[src/rtl/qua_lsp_arb_pkg.sv]
// Shared constants for the Qua_Lsp basic-op arbiter: requester count,
// operand bundle geometry, bundle field offsets and FSM state encoding.
package qua_lsp_arb_pkg;

  localparam int NREQ     = 4;
  localparam int IDXW     = 2;
  localparam int BUNDLE_W = 256;

  // Field offsets inside one operand bundle (requesters pack, operators unpack).
  localparam int L_SUBA_OFS = 0;
  localparam int L_SUBB_OFS = 32;
  localparam int L_ADDA_OFS = 64;
  localparam int L_ADDB_OFS = 96;
  localparam int SUBA_OFS   = 128;
  localparam int SUBB_OFS   = 144;
  localparam int MULTA_OFS  = 160;
  localparam int MULTB_OFS  = 176;
  localparam int L_MACA_OFS = 192;
  localparam int L_MACB_OFS = 208;
  localparam int L_MACC_OFS = 224;

  typedef enum logic [1:0] {
    ST_IDLE     = 2'd0,
    ST_GRANT    = 2'd1,
    ST_HANDOVER = 2'd2
  } state_e;

endpackage

[src/rtl/qua_lsp_math_arbiter_rr_pick.sv]
// Rotating-priority search: first requester at or after ptr, modulo NREQ.
module qua_lsp_math_arbiter_rr_pick
  import qua_lsp_arb_pkg::*;
(
  input  logic [NREQ-1:0] req,
  input  logic [IDXW-1:0] ptr,
  output logic            found,
  output logic [IDXW-1:0] idx
);

  logic [IDXW-1:0] cand;

  // Scan from farthest to nearest so the candidate closest to ptr wins last.
  always_comb begin
    // NOTE: every combinational output gets a default first so no latch is inferred.
    found = 1'b0;
    idx   = '0;
    cand  = '0;
    for (int k = NREQ - 1; k >= 0; k--) begin
      cand = IDXW'((int'(ptr) + k) % NREQ);
      if (req[cand]) begin
        found = 1'b1;
        idx   = cand;
      end
    end
  end

endmodule

[src/rtl/qua_lsp_math_arbiter.sv]
// Round-robin arbiter that lends the shared basic-op unit set to one
// Qua_Lsp sub-block at a time, with ownership lock, a one-cycle drain
// gap between owners and a hold-time watchdog.
module qua_lsp_math_arbiter
  import qua_lsp_arb_pkg::*;
#(
  parameter int MAX_HOLD = 4096
) (
  input  logic                     clk,
  input  logic                     reset,
  input  logic [NREQ-1:0]          req,
  input  logic [NREQ-1:0]          rel,
  input  logic [NREQ*BUNDLE_W-1:0] bundleIn,
  output logic [NREQ-1:0]          grant,
  output logic [IDXW-1:0]          owner,
  output logic                     busy,
  output logic [BUNDLE_W-1:0]      bundleOut,
  output logic                     timeoutErr
);

  localparam int HCW = (MAX_HOLD == 0) ? 1 : $clog2(MAX_HOLD + 1);
  localparam logic [HCW-1:0] HOLD_LAST = HCW'((MAX_HOLD == 0) ? 0 : MAX_HOLD - 1);

  state_e          state_q, state_d;
  logic [IDXW-1:0] owner_q, owner_d;
  logic [NREQ-1:0] grant_q, grant_d;
  logic            busy_q, busy_d;
  logic [IDXW-1:0] rr_q, rr_d;
  logic [HCW-1:0]  hold_q, hold_d;
  logic            timeout_q, timeout_d;

  logic            pick_found;
  logic [IDXW-1:0] pick_idx;
  logic            owner_release;
  logic            wd_hit;

  qua_lsp_math_arbiter_rr_pick u_rr_pick (
    .req   (req),
    .ptr   (rr_q),
    .found (pick_found),
    .idx   (pick_idx)
  );

  // Release by the owner only: explicit rel pulse or dropping its request.
  assign owner_release = rel[owner_q] | ~req[owner_q];
  assign wd_hit        = (MAX_HOLD != 0) && (hold_q == HOLD_LAST);

  // Next-state and next-output computation for the grant FSM.
  always_comb begin
    state_d   = state_q;
    owner_d   = owner_q;
    grant_d   = grant_q;
    busy_d    = busy_q;
    rr_d      = rr_q;
    hold_d    = hold_q;
    timeout_d = 1'b0;
    case (state_q)
      ST_IDLE: begin
        grant_d = '0;
        busy_d  = 1'b0;
        if (pick_found) begin
          owner_d = pick_idx;
          grant_d = NREQ'(1) << pick_idx;
          busy_d  = 1'b1;
          hold_d  = '0;
          state_d = ST_GRANT;
        end
      end
      ST_GRANT: begin
        if (owner_release || wd_hit) begin
          grant_d   = '0;
          busy_d    = 1'b0;
          rr_d      = (owner_q == IDXW'(NREQ - 1)) ? '0 : owner_q + 1'b1;
          timeout_d = wd_hit && !owner_release;
          state_d   = ST_HANDOVER;
        end else if (hold_q != '1) begin
          hold_d = hold_q + 1'b1;
        end
      end
      ST_HANDOVER: begin
        grant_d = '0;
        busy_d  = 1'b0;
        state_d = ST_IDLE;
      end
      default: begin
        grant_d = '0;
        busy_d  = 1'b0;
        state_d = ST_IDLE;
      end
    endcase
  end

  // State, ownership and watchdog registers; reset drops the grant immediately.
  always_ff @(posedge clk or posedge reset) begin
    // NOTE: sequential state uses non-blocking assignments so every register samples pre-edge values.
    if (reset) begin
      state_q   <= ST_IDLE;
      owner_q   <= '0;
      grant_q   <= '0;
      busy_q    <= 1'b0;
      rr_q      <= '0;
      hold_q    <= '0;
      timeout_q <= 1'b0;
    end else begin
      state_q   <= state_d;
      owner_q   <= owner_d;
      grant_q   <= grant_d;
      busy_q    <= busy_d;
      rr_q      <= rr_d;
      hold_q    <= hold_d;
      timeout_q <= timeout_d;
    end
  end

  // Operands reach the shared units only while a grant is held; zero otherwise.
  assign bundleOut  = (state_q == ST_GRANT) ? bundleIn[int'(owner_q) * BUNDLE_W +: BUNDLE_W]
                                            : '0;
  assign grant      = grant_q;
  assign owner      = owner_q;
  assign busy       = busy_q;
  assign timeoutErr = timeout_q;

endmodule
[config.mk]
export PLATFORM = sky130hd
export DESIGN_NAME = qua_lsp_math_arbiter
export DESIGN_NICKNAME = d
export VERILOG_FILES = /design/src/rtl/qua_lsp_arb_pkg.sv /design/src/rtl/qua_lsp_math_arbiter_rr_pick.sv /design/src/rtl/qua_lsp_math_arbiter.sv
export SDC_FILE = /design/constraint.sdc
export NUM_CORES = 1
export LEC_CHECK = 0
export ABC_AREA = 1
export CORE_AREA = 2 2 502 504
export DETAILED_ROUTE_END_ITERATION = 8
export DIE_AREA = 0 0 504 506
export HOLD_SLACK_MARGIN = 0.05
export PLACE_DENSITY = 0.3
export SETUP_SLACK_MARGIN = 0.4
export SLEW_MARGIN = 20
export SYNTH_ARGS = -nofsm -noshare
export SYNTH_HDL_FRONTEND = slang
export SYNTH_SLANG_ARGS = --single-unit
[constraint.sdc]
create_clock -name clk -period 2.2 [get_ports clk]
set_clock_uncertainty 0.05 [all_clocks]
set_input_delay 0.22 -clock clk [delete_from_list [all_inputs] [get_ports clk]]
set_output_delay 0.22 -clock clk [all_outputs]
set_load 0.02 [all_outputs]
==> results of run 1 <==
-- power breakdown --
group / leakage, nW / switching (mW) / internal (mW)
sequential: 0.332 / 0.123 / 0.576
combinational: 12.4 / 30.0 / 22.7
clock: 0.0383 / 0.168 / 0.248
-- repair_timing --
action | CTS | global route
gates cloned | 25 | 9
setup endpoints to repair | 283 | 283
gates resized for setup | 942 | 470
buffers inserted | 75 | 36
pin swaps | 125 | 130
-- layer usage --
metal | up-vias | wire length (um)
met3 | 230 | 20600
met1 | 10800 | 94900
met5 | - | 642
li1 | 10400 | -
met2 | 1105 | 94700
met4 | 96 | 2010
-- critical path, cell delays in order (launching register included) --
cell and delay, ns:
sky130_fd_sc_hd__dfrtp_4 0.47, sky130_fd_sc_hd__buf_12 0.19, sky130_fd_sc_hd__buf_16 0.19, sky130_fd_sc_hd__buf_16 0.16, sky130_fd_sc_hd__buf_4 0.11, sky130_fd_sc_hd__buf_6 0.09
sky130_fd_sc_hd__nor2_1 0.05, sky130_fd_sc_hd__nor2_2 0.17, sky130_fd_sc_hd__o21ai_0 0.15, sky130_fd_sc_hd__a21oi_2 0.19, sky130_fd_sc_hd__buf_4 0.17
-- state kept, by name, summed over array words and instances, names as in the netlist --
signal      count
busy            1
timeoutErr      1
grant           4
hold_q         13
rr_q            2
owner           2
state_q         2
-- per-stage QoR --
| stage | area [sq um] | TNS (ns) | total power [mW] | setup WS, ns |
|---|---|---|---|---|
| after floorplan | 11100 | 0 | 16.9 | 0.373 |
| after global placement | 31200 | -47.17 | 43.4 | -0.861 |
| after detailed placement | 31200 | -49.24 | 43.4 | -0.467 |
| after CTS | 34500 | -67.83 | 51.1 | -0.412 |
| after global routing | 36500 | -72.66 | 57.1 | -0.398 |
| final | 36600 | -46.74 | 53.8 | -0.343 |
-- placed cells by master (no fill, tap or decap), drive strengths merged, types with 2 or more instances in the layout --
cell / instances
o21ai: 536
clkinv: 2
nand3b: 2
ha: 2
a21oi: 257
nand3: 18
nor3: 2
nand2: 81
clkdlybuf4s15: 17
xor2: 6
dfrtp: 25
inv: 20
nor2: 1048
diode: 22
or2: 6
clkdlybuf4s50: 1041
bufbuf: 2
buf: 662
clkbuf: 12
-- cell type report --
class	count	share of cell area, %
Timing Repair Buffer	1731	53.9
Inverter	22	0.414
Sequential cell	25	1.73
Antenna cell	22	0.151
Clock buffer	4	0.216
Multi-Input combinational cell	1962	32.1
Tap cell	3348	11.5
-- final timing paths --
| kind | from | endpoint | slack [ns] |
|---|---|---|---|
| worst max-delay path | owner[0]$_DFFE_PP0P_ | bundleOut[201] | -0.34 |
| worst min-delay path | reset | busy$_DFFE_PP0P_ | 0.29 |
| worst max register to register | owner[0]$_DFFE_PP0P_ | hold_q[10]$_DFFE_PP0P_ | -0.11 |
| worst min register to register | grant[1]$_DFFE_PP0P_ | grant[1]$_DFFE_PP0P_ | 0.43 |
| max in group asynchronous | reset | owner[1]$_DFFE_PP0P_ | 1.49 |
| min in group clk | grant[1]$_DFFE_PP0P_ | grant[1]$_DFFE_PP0P_ | 0.43 |
-- logic make-up (layout without fill, tap and decap cells) --
kind of cell               after synthesis  after routing
xor gates and xnor gates                 6              6
DFF                                     25             25
and+or+nand+nor                       1159           1159
adders and majority gates                2              2
other                                    0             22
AOI/OAI and AO/OA                      795            795
buffers and inverters                  224           1757
==> qor.csv, run 1 <==
stage,metric,value,unit
outcome,result of the run,finished with violations,
outcome,failing checks,setup timing,
route,drt initial violations,1292,
route,TritonRoute pass-1 iters,6,
synthesis,largest family of logic cells by synthesized area,simple AND/OR/NAND/NOR gates,
die,IO Pins,1298,
synthesis,library cell occupying the most area in the post-synthesis netlist,sky130_fd_sc_hd__nor2_1,
sta,worst slew margin relative to its limit,61.4,%
sta,count of final max-slew check failures,0,
synthesis,proportion of synthesized chip area in sequential cells,6.19,%
die,initial cell density of the core,4.04,%
cts,clock transition at the register clock pins on the worst setup and hold paths after CTS,0.07,ns
cts,hold-fix buffer count after cts,0,
place,Port Buf Inserts,1297,
run,count of max-cap constraint violations,0,
route,routed length per placed instance,29.9,um
min_path,class of the most critical hold timing path,in2async,
final_layout,end-of-flow core utilization,14.6,%
critical_path,count of cells along the worst register-to-register path,13,
grt,vias in the first global route,23100,
synthesis,Mapped Avg Cell Area,4.57,sq um
final_layout,register area,633,sq um
sta,period utilization,116,%
synthesis,portion of netlist area occupied by mux cells,0,%
final_layout,combined area of the multi-input logic cells,11800,sq um
sta,WHS,0.289,ns
grt,maximum number of pins on one net before global-route repair,35,
synthesis,number of standard cells after synthesis,2211,
power,PD cells,1470,nW/um^2
synthesis,Synth Area in XOR/XNOR,0.520,%
final_layout,non-filler cells in the finished layout,7114,
cts,clock tree from TritonCTS,yes,
grt,overall global routing resource usage,15.7,%
die,core outline area,250000,sq um
synthesis,top flip-flop cell by instance count after synthesis,sky130_fd_sc_hd__dfrtp_1,
cts,Num CTS Buffers,3,
sta,Slew @ Worst Pin,0.573,ns
cts,sink count of the clock tree,25,
place,DP HPWL,186,mm
synthesis,Netlist Area Pre-Place,10100,sq um
cts,number of H-tree levels,1,
grt,first-pass GRT wire length,263,mm
critical_path,data arrival time of the critical path,2.27,ns
sta,worst setup margin,-0.343,ns
die,full die area,255000,sq um
synthesis,Post-Synth Adder-Cell Area,0.247,%
route,DRC,0,
final_layout,layout filler cell count,29100,
critical_path,critical path data required time,1.93,ns
sta,number of hold-slack violations in the final timing report,0,
grt,GRT Residual Overflow,0,
critical_path,category of the most critical setup path,reg2out,
synthesis,count of cell types in the netlist,31,
cts,Clock Tree Buf Depth,2,
final_layout,layout overhead on the synthesized area,262,%
grt,met2 demand-to-capacity share in global routing,25.5,%
synthesis,"top cells by count, synth","1046 x sky130_fd_sc_hd__nor2_1, 442 x sky130_fd_sc_hd__o21ai_0, 257 x sky130_fd_sc_hd__a21oi_1",
grt,GRT met3 Usage,6.09,%
final_layout,layout cell share with drive strength beyond 1,35.0,%
die,height of the die,506,um
critical_path,CP startpoint kind,flip-flop,
synthesis,Yosys top cell area share,38.8,%
synthesis,leading cell type by number of instances after synthesis,sky130_fd_sc_hd__nor2_1,
sta,Final Critical Period,2.54,ns
route,post-route ant nets,0,
place,cell count after placement,6943,
synthesis,number of flip-flops and latches in the synthesized netlist,25,
route,count of vias placed by the detailed router,22600,
sta,RSZ-0062 raised after global routing,yes,
synthesis,fraction of registers with async set or reset after synthesis,100,%
grt,layer with the highest usage after global routing,met2,
sta,achievable clock frequency,393,MHz
grt,met1 Usage GRT,20.6,%
power,leakage power total,12.8,nW
critical_path,crit path max fanout,6,
route,via density per instance,3.18,
sta,number of failing setup endpoints in the final timing report,270,
power,IR Drop Worst-Case VDD,471,uV
synthesis,count of flip-flops with a built-in enable after synthesis,0,
synthesis,synthesized net count,3247,
grt,initial antenna violation count,136,
synthesis,number of warning messages in the yosys log,0,
synthesis,simple logic cell fraction of the synthesized area,44.0,%
cts,buffer cell driving the clock tree root,sky130_fd_sc_hd__clkbuf_16,
die,die width,504,um
synthesis,compound-cell area share of the yosys netlist,39.7,%
route,routed wire length,213,mm
synthesis,"top cells by area, synth","sky130_fd_sc_hd__nor2_1 39%, sky130_fd_sc_hd__o21ai_0 22%, sky130_fd_sc_hd__a21oi_1 13%",
die,Rows,184,
place,routability cong.,0.958,
critical_path,critical path endpoint category,output pin,
cts,Skew-Pair Late Insertion Delay,0.26,ns
final_layout,final layout net count,4781,
No activity file was read; power rests on OpenSTA's default activity.
==> run 2: changes to the inputs <==
Settings changed: TNS_END_PERCENT set to 1.
==> qor.csv, run 2 (synthesis results as in run 1) <==
stage,metric,value,unit,change
outcome,result of the run,finished with violations,,
outcome,failing checks,setup timing,,
critical_path,worst r2r dst,grant[0]$_DFFE_PP0P_,,
power,Comb pwr share,97.7,%,-0.2 points
sta,achievable clock frequency,385,MHz,-2.1%
place,Port Buf Inserts,1297,,unchanged
power,IR Drop Worst-Case VDD,525,uV,+12%
critical_path,crit path max fanout,10,,+4
critical_path,CP startpoint kind,flip-flop,,
grt,GRT Residual Overflow,0,,unchanged
sta,number of hold-slack violations in the final timing report,0,,unchanged
power,part of the total power dissipated in the clock network,0.9,%,about the same
cts,Clock Tree Buf Depth,2,,unchanged
min_path,class of the most critical hold timing path,in2async,,
critical_path,count of cells along the worst register-to-register path,13,,unchanged
cts,hold-fix buffer count after cts,0,,unchanged
final_layout,"top library cells by usage in the layout, fill and taps aside","1037 x sky130_fd_sc_hd__clkdlybuf4s50_1, 917 x sky130_fd_sc_hd__nor2_1, 317 x sky130_fd_sc_hd__buf_4",,
grt,vias in the first global route,22700,,-1.9%
route,TritonRoute pass-1 iters,5,,-1
run,count of max-cap constraint violations,0,,unchanged
critical_path,setup slack of the worst register-to-register path,-0.05,ns,+0.06 ns
final_layout,layout cell share with drive strength beyond 1,31.4,%,-3.6 points
critical_path,data arrival time of the critical path,2.33,ns,+0.06 ns
route,count of vias placed by the detailed router,22500,,-0.65%
grt,maximum number of pins on one net before global-route repair,47,,+34%
power,Seq pwr share,1.4,%,about the same
place,DP HPWL,175,mm,-5.9%
power,leakage power total,12.6,nW,-1.7%
sta,period utilization,118,%,+2.5 points
final_layout,layout overhead on the synthesized area,245,%,
sta,Slew @ Worst Pin,0.604,ns,+0.0307 ns
grt,overall global routing resource usage,15.0,%,-0.73 points
cts,sink count of the clock tree,25,,unchanged
cts,buffer cell driving the clock tree root,sky130_fd_sc_hd__clkbuf_16,,
die,full die area,255000,sq um,unchanged
critical_path,critical path endpoint category,output pin,,
die,height of the die,506,um,unchanged
die,core outline area,250000,sq um,unchanged
cts,Num CTS Buffers,3,,unchanged
die,initial cell density of the core,4.04,%,unchanged
power,post-layout total power,50.1,mW,-6.8%
grt,initial antenna violation count,145,,+6.6%
cts,number of H-tree levels,1,,unchanged
sta,RSZ-0062 raised after global routing,yes,,
route,via density per instance,3.17,,-0.50%
route,DRC,0,,unchanged
critical_path,critical register-to-register path startpoint,owner[0]$_DFFE_PP0P_,,
cts,clock tree from TritonCTS,yes,,
route,post-route ant nets,0,,unchanged
sta,worst setup margin,-0.398,ns,-0.0548 ns
final_layout,max reg flops,13,,unchanged
place,cell count after placement,6991,,+0.69%
critical_path,critical path data required time,1.93,ns,about the same
route,drt initial violations,1170,,-9.4%
grt,first-pass GRT wire length,251,mm,-4.6%
final_layout,final layout net count,4772,,-0.19%
critical_path,Critical Path Start,owner[0]$_DFFE_PP0P_,,
sta,worst slew margin relative to its limit,59.7,%,-1.7 points
route,routed wire length,202,mm,-5.0%
sta,number of failing setup endpoints in the final timing report,263,,-2.6%
die,die width,504,um,unchanged
die,Rows,184,,unchanged
critical_path,termination of the worst setup path,bundleOut[92],,
critical_path,category of the most critical setup path,reg2out,,
sta,count of final max-slew check failures,0,,unchanged
sta,Final Critical Period,2.60,ns,+0.0548 ns
power,PD cells,1440,nW/um^2,-2.4%
final_layout,most frequent standard cell in the layout excluding fill and tap cells,sky130_fd_sc_hd__clkdlybuf4s50_1,,
final_layout,"Most flops, register",hold_q,,
power,Power Internal,22.4,mW,-4.8%
cts,clock transition at the register clock pins on the worst setup and hold paths after CTS,0.07,ns,about the same
cts,Skew-Pair Late Insertion Delay,0.26,ns,about the same
die,IO Pins,1298,,unchanged
route,routed length per placed instance,28.5,um,-4.8%
final_layout,non-filler cells in the finished layout,7103,,-0.15%
place,routability cong.,0.965,,+0.73%
power,switching component of the power,27.8,mW,-8.4%
power,Sw Ratio,55.4,%,-0.96 points
sta,setup TNS,-48.81,ns,-2.07 ns
run 2: cell types whose count changed in the layout (fill, tap and decap cells not counted), moves of 32 or more:
cell / previous run / this run
sky130_fd_sc_hd__a21oi_4: 54 / 22
sky130_fd_sc_hd__o21ai_0: 167 / 212
sky130_fd_sc_hd__buf_4: 267 / 317
sky130_fd_sc_hd__o21ai_4: 69 / 15
sky130_fd_sc_hd__a21oi_1: 2 / 63
sky130_fd_sc_hd__buf_6: 142 / 91
run 2: per-stage QoR:
step                      hold WS [ns]  util, %  worst slack (ns)  area [sq um]
final                            0.298     14.0            -0.398         34900
after global routing             0.331     13.9            -0.434         34900
after CTS                        0.316     13.5            -0.422         33700
after detailed placement         0.422     12.5            -0.566         31300
after global placement           0.426     12.5            -0.570         31300
after floorplan                  0.197        -             0.294         10500
run 2: what timing repair did:
item | 4_1_cts | 5_1_grt
cloned | 23 | 7
setup endpoints to repair | 283 | 285
gates resized for setup | 820 | 445
pin swaps | 72 | 86
buffers inserted | 47 | 11
hold endpoints to repair | 0 | 0
run 2: how the worst min path moves through the flow:
stage | startpoint | to | slack (ns) | cells after the start
6_report | reset | grant[2]$_DFFE_PP0P_ | 0.30 | 3
5_1_grt | reset | grant[3]$_DFFE_PP0P_ | 0.33 | 3
4_1_cts | reset | grant[3]$_DFFE_PP0P_ | 0.32 | 3
3_5_place_dp | busy$_DFFE_PP0P_ | busy$_DFFE_PP0P_ | 0.42 | 2
3_3_place_gp | busy$_DFFE_PP0P_ | busy$_DFFE_PP0P_ | 0.43 | 2
2_1_floorplan | reset | busy$_DFFE_PP0P_ | 0.20 | 1
run 2: final cells by class:
cell class / count / area, sq um
fillers: 29000 / 215000
repair buffers: 1720 / 19300
multi-input cells: 1962 / 10500
well taps: 3348 / 4190
flip-flops and latches: 25 / 633
inverters: 22 / 138
clock buffers: 3 / 75.1
diodes: 20 / 50.0
repair inverters: 2 / 25.0
clock inverters: 1 / 7.51
run 2: routing by layer:
layer	part of all wire (%)	track usage, %	up-vias
li1	-	-	10400
met1	40	17.7	10500
met2	48	25.9	1210
met3	11	6.55	264
met4	1.2	1.02	108
met5	0.36	0	-
run 2: critical path: stages (launching register included):
cell and delay (ns):
sky130_fd_sc_hd__dfrtp_4 0.46, sky130_fd_sc_hd__buf_12 0.17, sky130_fd_sc_hd__buf_16 0.18, sky130_fd_sc_hd__buf_4 0.16, sky130_fd_sc_hd__buf_4 0.12, sky130_fd_sc_hd__bufbuf_16 0.27
sky130_fd_sc_hd__nor2_1 0.05, sky130_fd_sc_hd__nor2_1 0.08, sky130_fd_sc_hd__o21ai_0 0.08, sky130_fd_sc_hd__a21oi_1 0.24, sky130_fd_sc_hd__buf_4 0.19
run 2: power groups by stage:
stage	clock network [mW]	logic [mW]	registers, mW
after detailed placement	0	41.9	0.804
final	0.431	49.0	0.702
after floorplan	0	15.0	0.702
after CTS	0.442	47.7	0.706
after global routing	0.460	52.1	0.720
after global placement	0	42.0	0.800
